===== config.mk =====
export PLATFORM = sky130hd
export DESIGN_NAME = hazard_scoreboard_unit
export DESIGN_NICKNAME = d
export VERILOG_FILES = /design/src/rtl/hazard_scoreboard_unit_pkg.sv /design/src/rtl/hazard_scoreboard_unit_sb_entry_reg.sv /design/src/rtl/hazard_scoreboard_unit.sv
export SDC_FILE = /design/constraint.sdc
export NUM_CORES = 1
export LEC_CHECK = 0
export CORE_MARGIN = 1.5
export CORE_UTILIZATION = 40
export CTS_BUF_LIST = sky130_fd_sc_hd__clkbuf_2
export DETAILED_ROUTE_END_ITERATION = 6
export PLACE_DENSITY = 0.77
export SLEW_MARGIN = 40
export SYNTH_ARGS = -nofsm -noshare
export SYNTH_HDL_FRONTEND = slang
export SYNTH_SLANG_ARGS = --single-unit

===== constraint.sdc =====
create_clock -name clk -period 1.8 [get_ports clk]
set_input_delay 0.27 -clock clk [delete_from_list [all_inputs] [get_ports clk]]
set_output_delay 0.27 -clock clk [all_outputs]
set_load 0.01 [all_outputs]

===== src/rtl/hazard_scoreboard_unit_pkg.sv =====
// Shared definitions for the decode-stage RAW hazard scoreboard.
package hazard_scoreboard_unit_pkg;

  // Default register-index and stall-counter widths.
  localparam int unsigned REG_W_DEF = 4;
  localparam int unsigned CNT_W_DEF = 16;

  // Scoreboard entry layout, MSB to LSB: {valid, dest[REG_W-1:0], load}.
  localparam int unsigned ENTRY_W = REG_W_DEF + 2;

  // Bit positions of the single-bit fields in an entry of a given width.
  localparam int unsigned ENTRY_LOAD_BIT = 0;

  // A bubble is an empty slot: not valid, dest 0, not a load.
  localparam logic [ENTRY_W-1:0] SB_BUBBLE = '0;

  // Per-cycle action of one scoreboard stage.
  typedef enum logic [1:0] {
    SB_HOLD  = 2'd0,
    SB_LOAD  = 2'd1,
    SB_CLEAR = 2'd2
  } sb_op_e;

  // Entry width for a given register-index width.
  function automatic int unsigned entry_width(input int unsigned reg_w);
    return reg_w + 2;
  endfunction

endpackage


===== src/rtl/hazard_scoreboard_unit_sb_entry_reg.sv =====
// One scoreboard stage: holds a {valid, dest, load} entry, with hold, load and clear.
module sb_entry_reg
  import hazard_scoreboard_unit_pkg::*;
#(
  parameter int unsigned REG_W = REG_W_DEF
) (
  input  logic                          clk,
  input  logic                          rst,
  input  sb_op_e                        op,
  input  logic [entry_width(REG_W)-1:0] load_val,
  output logic [entry_width(REG_W)-1:0] entry
);

  localparam int unsigned EW = entry_width(REG_W);

  logic [EW-1:0] entry_d;
  logic [EW-1:0] entry_q;

  // Next entry: keep, take the new value, or drop to an all-zero bubble.
  always_comb begin
    entry_d = entry_q;
    case (op)
      SB_HOLD:  entry_d = entry_q;
      SB_LOAD:  entry_d = load_val;
      SB_CLEAR: entry_d = '0;
      default:  entry_d = entry_q;
    endcase
  end

  // Entry register with synchronous reset to a bubble.
  always_ff @(posedge clk) begin
    if (rst) begin
      entry_q <= '0;
    end else begin
      entry_q <= entry_d;
    end
  end

  assign entry = entry_q;

endmodule


===== src/rtl/hazard_scoreboard_unit.sv =====
// Decode-stage RAW hazard detector backed by a 2-entry (EXE, MEM) destination scoreboard.
module hazard_scoreboard_unit
  import hazard_scoreboard_unit_pkg::*;
#(
  parameter bit          FORWARD_EN = 1'b0,
  parameter int unsigned REG_W      = REG_W_DEF,
  parameter int unsigned CNT_W      = CNT_W_DEF
) (
  input  logic             clk,
  input  logic             rst,
  input  logic             id_valid,
  input  logic [REG_W-1:0] id_src1,
  input  logic [REG_W-1:0] id_src2,
  input  logic             id_two_src,
  input  logic             id_wb_en,
  input  logic             id_mem_r_en,
  input  logic [REG_W-1:0] id_dest,
  input  logic             freeze,
  input  logic             flush,
  output logic             hazard,
  output logic             exe_valid,
  output logic [REG_W-1:0] exe_dest,
  output logic             mem_valid,
  output logic [REG_W-1:0] mem_dest,
  output logic [CNT_W-1:0] stall_count
);

  localparam int unsigned EW = entry_width(REG_W);

  logic [EW-1:0] exe_entry;
  logic [EW-1:0] mem_entry;
  logic [EW-1:0] id_entry;
  sb_op_e        exe_op;
  sb_op_e        mem_op;

  logic          exe_load;
  logic          m_exe;
  logic          m_mem;
  logic          raw_hit;
  logic          issue;

  logic [CNT_W-1:0] cnt_d;
  logic [CNT_W-1:0] cnt_q;

  // Entry field unpacking.
  assign exe_valid = exe_entry[EW-1];
  assign exe_dest  = exe_entry[EW-2:1];
  assign exe_load  = exe_entry[ENTRY_LOAD_BIT];
  assign mem_valid = mem_entry[EW-1];
  assign mem_dest  = mem_entry[EW-2:1];

  assign id_entry  = {id_wb_en, id_dest, id_mem_r_en};

  // Source comparison against each valid scoreboard entry.
  always_comb begin
    m_exe = exe_valid &
            ((id_src1 == exe_dest) | (id_two_src & (id_src2 == exe_dest)));
    m_mem = mem_valid &
            ((id_src1 == mem_dest) | (id_two_src & (id_src2 == mem_dest)));
  end

  // With forwarding only a load still in EXE cannot be bypassed.
  always_comb begin
    if (FORWARD_EN) begin
      raw_hit = m_exe & exe_load;
    end else begin
      raw_hit = m_exe | m_mem;
    end
  end

  // Reset is gated in so a stall drops in the same cycle reset is applied,
  // before the synchronous clear of the entries takes effect.
  always_comb begin
    hazard = ~rst & id_valid & ~flush & raw_hit;
    issue  = id_valid & ~hazard & ~flush;
  end

  // Stage control: freeze holds both entries; otherwise MEM takes EXE and
  // EXE takes the issuing instruction or a bubble.
  always_comb begin
    exe_op = SB_HOLD;
    mem_op = SB_HOLD;
    if (!freeze) begin
      mem_op = SB_LOAD;
      exe_op = issue ? SB_LOAD : SB_CLEAR;
    end
  end

  sb_entry_reg #(.REG_W(REG_W)) u_exe_entry (
    .clk      (clk),
    .rst      (rst),
    .op       (exe_op),
    .load_val (id_entry),
    .entry    (exe_entry)
  );

  sb_entry_reg #(.REG_W(REG_W)) u_mem_entry (
    .clk      (clk),
    .rst      (rst),
    .op       (mem_op),
    .load_val (exe_entry),
    .entry    (mem_entry)
  );

  // Saturating count of cycles spent stalling while the pipeline advances.
  always_comb begin
    cnt_d = cnt_q;
    if (hazard && !freeze && (cnt_q != '1)) begin
      cnt_d = cnt_q + CNT_W'(1);
    end
  end

  // Stall counter register, cleared only by reset.
  always_ff @(posedge clk) begin
    if (rst) begin
      cnt_q <= '0;
    end else begin
      cnt_q <= cnt_d;
    end
  end

  assign stall_count = cnt_q;

endmodule


==> metrics.txt <==
Global Route Usage Sum 0.2133; mean post-synth cell area 9.371 um2; Yosys top cell by area sky130_fd_sc_hd__dfxtp_1; Final HPWL DP 2.837 mm; number of routed nets with antenna violations 0; worst setup timing slack at the placement stage -522.7 ps; number of max-capacitance violations reported 0; number of failing hold endpoints at the final stage 0; vias per cell 5.236; share of Yosys cell area claimed by the top area cell type 0.3728; Async SR Flop Fraction 0; outcome finished with violations; final standard cell utilization of the core 0.6865; Post-Syn Nets 170; sort of element at the end of the critical path flip-flop; ratio of final minimum period to clock period 1.067; area used by sequential logic in the layout 539.3 um2; buffers added on ports 45; area of the core 0.003337 mm2; Inserted Clock Buffers 3; path type of the worst setup path in2reg; number of different library cells in the post-synthesis netlist 33; leakage power figure 0.9240 nW; initial standard-cell utilization of the core 0.4184; post-detailed-route wirelength per cell 14.14 um; Sinks on Clock Net 26; initial DRC count 74; remaining routing DRC violations 0; slew of the pin with the lowest slew margin 337.7 ps; Synth Register Bits 26; CTS tree yes; type of the worst min-delay path in2reg; largest net degree at the start of global routing 29; number of nets in the layout 247; root buffer selected by CTS sky130_fd_sc_hd__clkbuf_2; total iterations of the first detailed-routing run 4; cell area after synthesis 0.001396 mm2; maximum fanout encountered on the critical timing path 5; YS warnings 0; P per Cell Area 473.6 mW/mm2; routed wire length 3.833 mm; reg2reg setup slack -100 ps; Final Worst Setup Slack -120.3 ps; number of global-route vias before repair 1,391; setup repair after global routing missed its margin true; leading post-synthesis cells by instance count 26 x sky130_fd_sc_hd__dfxtp_1, 20 x sky130_fd_sc_hd__nor2_1, 12 x sky130_fd_sc_hd__xor2_1; grt ovf 0; layout cells sized above 1 0.3378; clock transition at the registers of the reported paths 250 ps; Area contributors post-synth sky130_fd_sc_hd__dfxtp_1 37%, sky130_fd_sc_hd__xor2_1 7.5%, sky130_fd_sc_hd__nor2_1 5.4%; most frequently used flop master after synthesis sky130_fd_sc_hd__dfxtp_1; required time reported for the critical path endpoint 2080 ps; endpoint arrival time on the critical path 2200 ps; kind of launch point of the worst setup path input pin; fillcell total 282; post-route total power 1.085 mW; maximum level of the CTS H-tree 1; Rows 21; global placer's final weighted congestion 0.8311; min Tclk post-route 1920 ps; Final setup viols 13; number of enable flip-flop cells after synthesis 0; Seq/Total Area, Yosys 0.3728; antenna violations before repair 0; wire length of the first global-routing pass 6.065 mm; headroom to the max-slew limit 0.7744; Post-Syn Instances 149; CTS Hold Bufs 0; clk_skew 14.22 ps; most repeated cell in the gate-level netlist after synthesis sky130_fd_sc_hd__dfxtp_1; number of vias in the routed layout 1,419; IO Count 47; clock latency on the worst-skew pair 360 ps; multi-input gate area in the final layout 954.7 um2; violated checks setup timing; number of diodes 0; number of slew-limit violations in the final report 0; overall die width 62.09 um; area delta synth->final 64.07%; die height 62.09 um; Highest Clock Rate 520.8 MHz; die footprint 0.003855 mm2; worst voltage drop across the vdd grid 0.0002931 V; largest buffer count on any clock path 2
==> worst max-delay path: stages <==
cell and delay [ps]:
sky130_fd_sc_hd__clkdlybuf4s50_1 480, sky130_fd_sc_hd__xor2_2 210, sky130_fd_sc_hd__nor4_4 290, sky130_fd_sc_hd__a31oi_2 80, sky130_fd_sc_hd__buf_4 180, sky130_fd_sc_hd__a21oi_4 220
sky130_fd_sc_hd__nand4_1 150, sky130_fd_sc_hd__mux2_4 310
==> where the power goes <==
part / switching (mW) / internal [mW] / total (mW)
sequential: 0.00517 / 0.578 / 0.583
clock: 0.178 / 0.191 / 0.369
combinational: 0.0585 / 0.0739 / 0.132
==> layout make-up <==
type	count	share of cell area
sequential	26	0.2354
tap	46	0.02512
inverter	1	0.001638
multi-input combinational	118	0.4167
clock buffer	3	0.006554
timing repair buffer	76	0.3015
clock inverter	1	0.01311
==> cell usage in the layout, fill, tap and decap left out, types with 3 or more instances in the layout <==
master                            instances
sky130_fd_sc_hd__a21oi_2                  6
sky130_fd_sc_hd__a22o_1                   4
sky130_fd_sc_hd__and3_1                   4
sky130_fd_sc_hd__buf_4                   28
sky130_fd_sc_hd__buf_6                    3
sky130_fd_sc_hd__clkbuf_2                 3
sky130_fd_sc_hd__clkdlybuf4s50_1         42
sky130_fd_sc_hd__dfxtp_1                 17
sky130_fd_sc_hd__dfxtp_2                  6
sky130_fd_sc_hd__dfxtp_4                  3
sky130_fd_sc_hd__mux2_4                   3
sky130_fd_sc_hd__mux2i_1                  7
sky130_fd_sc_hd__nand2_1                  3
sky130_fd_sc_hd__nand3_1                  8
sky130_fd_sc_hd__nand3b_1                 3
sky130_fd_sc_hd__nand4_1                  6
sky130_fd_sc_hd__nor2_1                  20
sky130_fd_sc_hd__nor2b_1                  6
sky130_fd_sc_hd__xnor2_1                  5
sky130_fd_sc_hd__xnor2_2                  3
sky130_fd_sc_hd__xor2_1                  11
==> metrics by stage <==
step / cell area (um2) / setup TNS [ps] / instances / hold slack, ps
after floorplan: 1396 / 0 / 149 / 395.7
after global placement: 2081 / -7492 / 264 / 488.8
after detailed placement: 2081 / -9457 / 264 / 537.3
after CTS: 2217 / -1761 / 269 / 474.5
after global routing: 2291 / -2271 / 271 / 465.9
final: 2291 / -918.7 / 271 / 474.9
==> worst paths after layout <==
path,from,to,cells after the start
worst min register to register,u_exe_entry.entry[2],u_exe_entry.entry[2],1
worst max-delay path,id_src2[1],stall_count[6],8
worst max register to register,u_exe_entry.entry[2],stall_count[6],7
worst min-delay path,id_dest[0],u_exe_entry.entry[1],2
==> routing by layer <==
metal  vias to the layer above  GRT usage  part of all wire
li1                        685          -                 -
met1                       678     0.2392              0.40
met2                        47     0.4033              0.54
met3                         9    0.03106             0.045
met4                         0    0.07599             0.022
met5                         -          0                 0
==> cell families (layout without fill, tap and decap cells) <==
group | Yosys count | count (layout) | synth area share
multiplexers | 12 | 12 | 0.09050
XOR/XNOR | 20 | 20 | 0.1254
adder cells (fa/ha/maj) | 1 | 1 | 0.008959
AND/OR/NAND/NOR | 62 | 62 | 0.2384
buffers and inverters | 6 | 81 | 0.03226
flip-flops | 26 | 26 | 0.3728
AO/OA/AOI/OAI | 22 | 23 | 0.1317
==> repair_timing <==
item	in CTS	in global routing
resized for setup	27	16
buffers inserted	0	2
endpoints found under the setup margin	21	24
gates cloned	1	0
hold endpoints to repair	0	0
pin swaps	21	5
==> sequential cells by signal (all words and copies together), names as in the netlist <==
name	cells
stall_count	16
u_exe_entry.entry	5
u_mem_entry.entry	5
(Power assumes the default switching activity.)
